$ cat src/rtl/qupls4_uop_queue_ctrl.sv
// Head/tail, occupancy and lane-valid control for the Qupls4 micro-op queue.
// Optional statistics outputs (hwm_o, stall_cycles_o) are built when UOPQ_STATS_EN is defined.
module qupls4_uop_queue_ctrl #(
  parameter int MWIDTH  = 4,
  parameter int QDEPTH  = 32,
  parameter int ENQ_MAX = 12,
  parameter int PW      = $clog2(QDEPTH)
) (
  input  logic                         clk_i,
  input  logic                         rst_ni,
  input  logic                         en_i,
  input  logic                         stomp_i,
  input  logic                         enq_valid_i,
  input  logic [$clog2(ENQ_MAX+1)-1:0] enq_cnt_i,
  input  logic                         deq_ready_i,
  output logic                         rd_more_o,
  output logic [PW-1:0]                wr_ptr_o,
  output logic [PW-1:0]                rd_ptr_o,
  output logic [MWIDTH-1:0]            deq_mask_o,
  output logic [PW:0]                  count_o,
  output logic                         ovf_o
`ifdef UOPQ_STATS_EN
  ,
  output logic [PW:0]                  hwm_o,
  output logic [31:0]                  stall_cycles_o
`endif
);

  localparam int CW    = $clog2(ENQ_MAX + 1);
  localparam int CNT_W = PW + 1;
  localparam int DW    = $clog2(MWIDTH + 1);

  localparam logic [CW-1:0]    ENQ_MAX_C   = CW'(ENQ_MAX);
  localparam logic [CNT_W-1:0] RD_MORE_LIM = CNT_W'(QDEPTH - ENQ_MAX);

  function automatic logic [DW-1:0] popcount(input logic [MWIDTH-1:0] m);
    logic [DW-1:0] n;
    n = {DW{1'b0}};
    for (int i = 0; i < MWIDTH; i++) begin
      n = n + DW'(m[i]);
    end
    return n;
  endfunction

  // Lane i is valid when more than i micro-ops are resident.
  function automatic logic [MWIDTH-1:0] mask_of(input logic [CNT_W-1:0] c);
    logic [MWIDTH-1:0] m;
    m = {MWIDTH{1'b0}};
    for (int i = 0; i < MWIDTH; i++) begin
      m[i] = (c > CNT_W'(i));
    end
    return m;
  endfunction

  logic [PW-1:0]     wr_ptr_q, wr_ptr_d;
  logic [PW-1:0]     rd_ptr_q, rd_ptr_d;
  logic [CNT_W-1:0]  count_q, count_d;
  logic [MWIDTH-1:0] deq_mask_q, deq_mask_d;
  logic              rd_more_q, rd_more_d;
  logic              ovf_q, ovf_d;

  logic              enq_legal_s;
  logic              enq_fire_s;
  logic              enq_illegal_s;
  logic              deq_fire_s;
  logic [DW-1:0]     deq_n_s;
  logic [CW-1:0]     enq_n_s;

  // Handshake qualification for enqueue and dequeue.
  always_comb begin
    enq_legal_s   = (enq_cnt_i != {CW{1'b0}}) && (enq_cnt_i <= ENQ_MAX_C);
    enq_fire_s    = en_i & enq_valid_i & rd_more_q & ~stomp_i & enq_legal_s;
    enq_illegal_s = en_i & enq_valid_i & ~stomp_i &
                    (~rd_more_q | (enq_cnt_i > ENQ_MAX_C));
    deq_fire_s    = en_i & deq_ready_i & ~stomp_i & (count_q != {CNT_W{1'b0}});
    if (enq_fire_s) begin
      enq_n_s = enq_cnt_i;
    end else begin
      enq_n_s = {CW{1'b0}};
    end
    if (deq_fire_s) begin
      deq_n_s = popcount(deq_mask_q);
    end else begin
      deq_n_s = {DW{1'b0}};
    end
  end

  // Next-state for pointers, occupancy, lane mask and back-pressure.
  always_comb begin
    wr_ptr_d   = wr_ptr_q;
    rd_ptr_d   = rd_ptr_q;
    count_d    = count_q;
    deq_mask_d = deq_mask_q;
    rd_more_d  = rd_more_q;
    ovf_d      = ovf_q | enq_illegal_s;
    if (!en_i) begin
      ovf_d = ovf_q;
    end else if (stomp_i) begin
      wr_ptr_d   = {PW{1'b0}};
      rd_ptr_d   = {PW{1'b0}};
      count_d    = {CNT_W{1'b0}};
      deq_mask_d = {MWIDTH{1'b0}};
      rd_more_d  = 1'b1;
    end else begin
      // Pointer arithmetic truncates to PW bits, giving the modulo-QDEPTH wrap.
      wr_ptr_d   = wr_ptr_q + PW'(enq_n_s);
      rd_ptr_d   = rd_ptr_q + PW'(deq_n_s);
      count_d    = count_q + CNT_W'(enq_n_s) - CNT_W'(deq_n_s);
      deq_mask_d = mask_of(count_d);
      rd_more_d  = (count_d <= RD_MORE_LIM);
    end
  end

  // Control state registers.
  always_ff @(posedge clk_i or negedge rst_ni) begin
    if (!rst_ni) begin
      wr_ptr_q   <= {PW{1'b0}};
      rd_ptr_q   <= {PW{1'b0}};
      count_q    <= {CNT_W{1'b0}};
      deq_mask_q <= {MWIDTH{1'b0}};
      rd_more_q  <= 1'b1;
      ovf_q      <= 1'b0;
    end else begin
      wr_ptr_q   <= wr_ptr_d;
      rd_ptr_q   <= rd_ptr_d;
      count_q    <= count_d;
      deq_mask_q <= deq_mask_d;
      rd_more_q  <= rd_more_d;
      ovf_q      <= ovf_d;
    end
  end

  assign wr_ptr_o   = wr_ptr_q;
  assign rd_ptr_o   = rd_ptr_q;
  assign count_o    = count_q;
  assign deq_mask_o = deq_mask_q;
  assign rd_more_o  = rd_more_q;
  assign ovf_o      = ovf_q;

`ifdef UOPQ_STATS_EN
  logic [CNT_W-1:0] hwm_q, hwm_d;
  logic [31:0]      stall_q, stall_d;

  // High-water mark survives stomp; stall counter saturates at all-ones.
  always_comb begin
    hwm_d   = hwm_q;
    stall_d = stall_q;
    if (en_i) begin
      if (count_d > hwm_q) begin
        hwm_d = count_d;
      end else begin
        hwm_d = hwm_q;
      end
      if (enq_valid_i && !rd_more_q && (stall_q != 32'hFFFF_FFFF)) begin
        stall_d = stall_q + 32'd1;
      end else begin
        stall_d = stall_q;
      end
    end else begin
      hwm_d   = hwm_q;
      stall_d = stall_q;
    end
  end

  // Statistics registers.
  always_ff @(posedge clk_i or negedge rst_ni) begin
    if (!rst_ni) begin
      hwm_q   <= {CNT_W{1'b0}};
      stall_q <= 32'd0;
    end else begin
      hwm_q   <= hwm_d;
      stall_q <= stall_d;
    end
  end

  assign hwm_o          = hwm_q;
  assign stall_cycles_o = stall_q;
`endif

endmodule

$ cat config.mk
export PLATFORM = sky130hd
export DESIGN_NAME = qupls4_uop_queue_ctrl
export DESIGN_NICKNAME = d
export VERILOG_FILES = /design/src/rtl/qupls4_uop_queue_ctrl.sv
export SDC_FILE = /design/constraint.sdc
export NUM_CORES = 1
export LEC_CHECK = 0
export BUFFER_PORTS_ARGS = -buffer_cell sky130_fd_sc_hd__buf_2
export CAP_MARGIN = 20
export CELL_PAD_IN_SITES_DETAIL_PLACEMENT = 1
export CELL_PAD_IN_SITES_GLOBAL_PLACEMENT = 2
export CORE_MARGIN = 3
export CORE_UTILIZATION = 34
export CTS_CLUSTER_DIAMETER = 40
export DETAILED_ROUTE_END_ITERATION = 8
export GPL_ROUTABILITY_DRIVEN = 0
export PLACE_DENSITY_LB_ADDON = 0.1
export SYNTH_ARGS = -nofsm -noshare
export SYNTH_HDL_FRONTEND = slang
export SYNTH_SLANG_ARGS = --single-unit
$ cat constraint.sdc
create_clock -name clk_i -period 4.2 [get_ports clk_i]
set_clock_uncertainty 0.15 [all_clocks]
set_input_delay 1.05 -clock clk_i [delete_from_list [all_inputs] [get_ports clk_i]]
set_output_delay 1.05 -clock clk_i [all_outputs]
set_load 0.01 [all_outputs]
==> flow_summary.toml <==
[setup_path]
crit_type = "primary input to register"
crit_required_ns = 4.20
start_kind = "primary input"
cp-end-kind = "register"
critical_path.endpoint = "deq_mask_o[0]$_DFFE_PN0P_"
critPathTopFamily = "simple AND/OR/NAND/NOR gates"
startpoint = "enq_cnt_i[1]"
r2r_start = "deq_mask_o[0]$_DFFE_PN0P_"
cp_data_arrival_time_ns = 3.95
r2r_setup_slack_ns = 0.30
r2r_cells = 12
cpMaxStageDelayCell = "fa_1"
worstPathMaxFanout = 4
slowest_delay_ns = 0.58
r2r_end = "deq_mask_o[0]$_DFFE_PN0P_"
crit_chain = "buf_2 -> o211ai_1 -> nand2_1 -> nor3_4 -> nand2_2 -> fa_1 -> inv_1 -> ha_1 -> a21o_1 -> and4_4 -> o31a_1 -> nor4_4 -> a31oi_1"
crit_buf_inv = 2
cp.depth = 13

[global_route]
grt_antenna_before_repair = 0
grt_usage_pct = 17.4
grt_pass1_vias = 1438
grt_max_degree = 23
gr-total-overflow = 0
grt_pass1_wl_um = 7170

[routing]
route.detailed.drc = 0
ant_nets = 0
viasPerCell = 5.33
wl_um = 4300
drtIter0Drc = 50
detail_route.wl_per_cell_um = 17.3
firstDrtPassIters = 4
via_count = 1327

[layout]
fin_nets = 233
antenna_cells = 0
final_common_cell = "buf_2"
drive_above_1_share_pct = 28.1
layout.cells.non_filler = 249
syn_to_final_growth_pct = 24.1
final_cell_mix = "buf_2 (31), dfrtp_1 (21), inv_1 (20)"

[sta]
relSlewSlack_pct = 64.0
slew_viol_final = 0
tightest_slew_ns = 0.540
setup_tns_ns = 0
whs_ns = 0.321
fin_crit_ns = 3.95
finalSetupViolCount = 0
finalHoldViolations = 0
max_freq_mhz = 253
period_share_pct = 94.1

[floorplan]
die_w_um = 73.6
dieArea_um2 = 5410
dieHeight_um = 73.6
start_util_pct = 36.9
pin_count = 32
row_count = 23
core_um2 = 4200

[yosys]
synth_area_leaders = "dfrtp_1 (34%), ha_1 (14%), fa_1 (7.7%)"
synthArstFlopShare_pct = 100
synth_warnings = 0
synth.yosys.seq_area_share_pct = 35.6
syn-num-nets = 189
synth.top_cell.area_share_pct = 33.9
synth_area_per_cell_um2 = 9.95
ys_types = 40
synth_ff_type = "dfrtp_1"
synth_area_um2 = 1550
synth_seq_cells = 22
synth_edf_count = 0
synth_top_cell_by_area = "dfrtp_1"
synthCells = 156

[clock_tree]
cts_tree = "built"
numClockSinks = 22
cts_root_buf = "clkbuf_8"
max-clock-path-buffers = 2
h-tree-depth = 1
cts_buffers = 3
clkTransAtPathRegs_ns = 0.10
clk_latency_ns = 0.27
hold_buffers = 0

[placement]
io_buffers = 31
place_inst = 245
dpl.hpwl_um = 3470

[pwr]
power.leakage_nw = 1.02
powerDensity_nw_per_um2 = 709
ir_drop_uv = 273

[status]
status = "finished, final reports clean"

[min_path]
hp-class = "register to register"

[job]
cap_violations = 0
[synth_stat cells (2+ instances only)]
cell type	count
ha_1	17
inv_1	20
and2_1	4
o2bb2ai_1	6
nand2b_1	2
o21ai_1	2
xnor2_1	3
clkbuf_1	2
dfrtp_1	21
nand2_1	10
fa_1	6
o22ai_1	4
o21ai_0	3
a21oi_1	11
nor4_1	3
a22o_1	5
nor2_1	7
a21o_1	4
nor3_1	4
xor2_1	2
[worst register-to-register path, delay by kind of cell, from the launching register on]
| kind | cells | cell delay (ns) |
|---|---|---|
| adder cells (fa/ha/maj) | 5 | 1.79 |
| flip-flops | 1 | 0.43 |
| buffers and inverters | 1 | 0.06 |
| AND/OR/NAND/NOR | 3 | 0.74 |
| AO/OA/AOI/OAI | 3 | 0.61 |
[worst min path at each step]
stage / start / endpoint / cells after the start
final: ovf_o$_DFFE_PN0P_ / ovf_o$_DFFE_PN0P_ / 1
after floorplan: ovf_o$_DFFE_PN0P_ / ovf_o$_DFFE_PN0P_ / 1
after detailed placement: ovf_o$_DFFE_PN0P_ / ovf_o$_DFFE_PN0P_ / 1
after CTS: ovf_o$_DFFE_PN0P_ / ovf_o$_DFFE_PN0P_ / 1
after global placement: ovf_o$_DFFE_PN0P_ / ovf_o$_DFFE_PN0P_ / 1
after global routing: ovf_o$_DFFE_PN0P_ / ovf_o$_DFFE_PN0P_ / 1
[where the power goes]
part | internal [W] | total (W) | switching (W)
clock | 0.000128 | 0.000209 | 0.0000812
sequential | 0.000270 | 0.000322 | 0.0000514
combinational | 0.000373 | 0.000835 | 0.000463
total | 0.000771 | 0.00137 | 0.000595
[state kept, by name, indices dropped and copies added, names as in the netlist]
name	flops
wr_ptr_o	5
count_o	6
ovf_o	1
rd_ptr_o	5
deq_mask_o	4
rd_more_o	1
[layer usage]
layer	GRT usage [%]	part of all wire [%]	vias to the layer above	wire length (µm)
met3	3.56	4.1	2	177
met1	23.3	47	657	2000
met4	3.02	0.44	0	19
met2	29.2	49	30	2100
met5	0	0	-	0
li1	-	-	638	-
[logic make-up (layout without fill, tap and decap cells)]
group | after synthesis | after routing | share of synthesized area [%]
adder cells (fa/ha/maj) | 23 | 23 | 21.5
flip-flops | 22 | 22 | 35.6
buffers and inverters | 25 | 68 | 6.77
multiplexers | 1 | 1 | 0.645
XOR/XNOR | 5 | 5 | 2.82
AND/OR/NAND/NOR | 34 | 34 | 12.0
AO/OA/AOI/OAI | 46 | 46 | 20.7
[per-stage QoR]
stage | instance area, µm² | setup WS, ns | utilization (%) | power [W]
floorplan | 1560 | 0.0753 | - | 0.000868
global placement | 1840 | -0.152 | 43.7 | 0.00114
detailed placement | 1840 | -0.241 | 43.7 | 0.00116
CTS | 1910 | 0.0432 | 45.4 | 0.00137
global route | 1930 | -0.00128 | 45.8 | 0.00148
finish | 1930 | 0.247 | 45.8 | 0.00137
[layout make-up]
class | count | area, µm²
clock buffers | 3 | 41.3
repair buffers | 43 | 245
clock inverters | 1 | 30.0
well taps | 50 | 62.6
flip-flops and latches | 22 | 552
fillers | 497 | 2280
multi-input cells | 109 | 916
inverters | 21 | 78.8
[what timing repair did]
action                                  4_1_cts  5_1_grt
resized for setup                             0        4
endpoints found under the setup margin        0        6
setup buffers                                 0        0
Note: power is estimated with default switching activity, not from simulation.
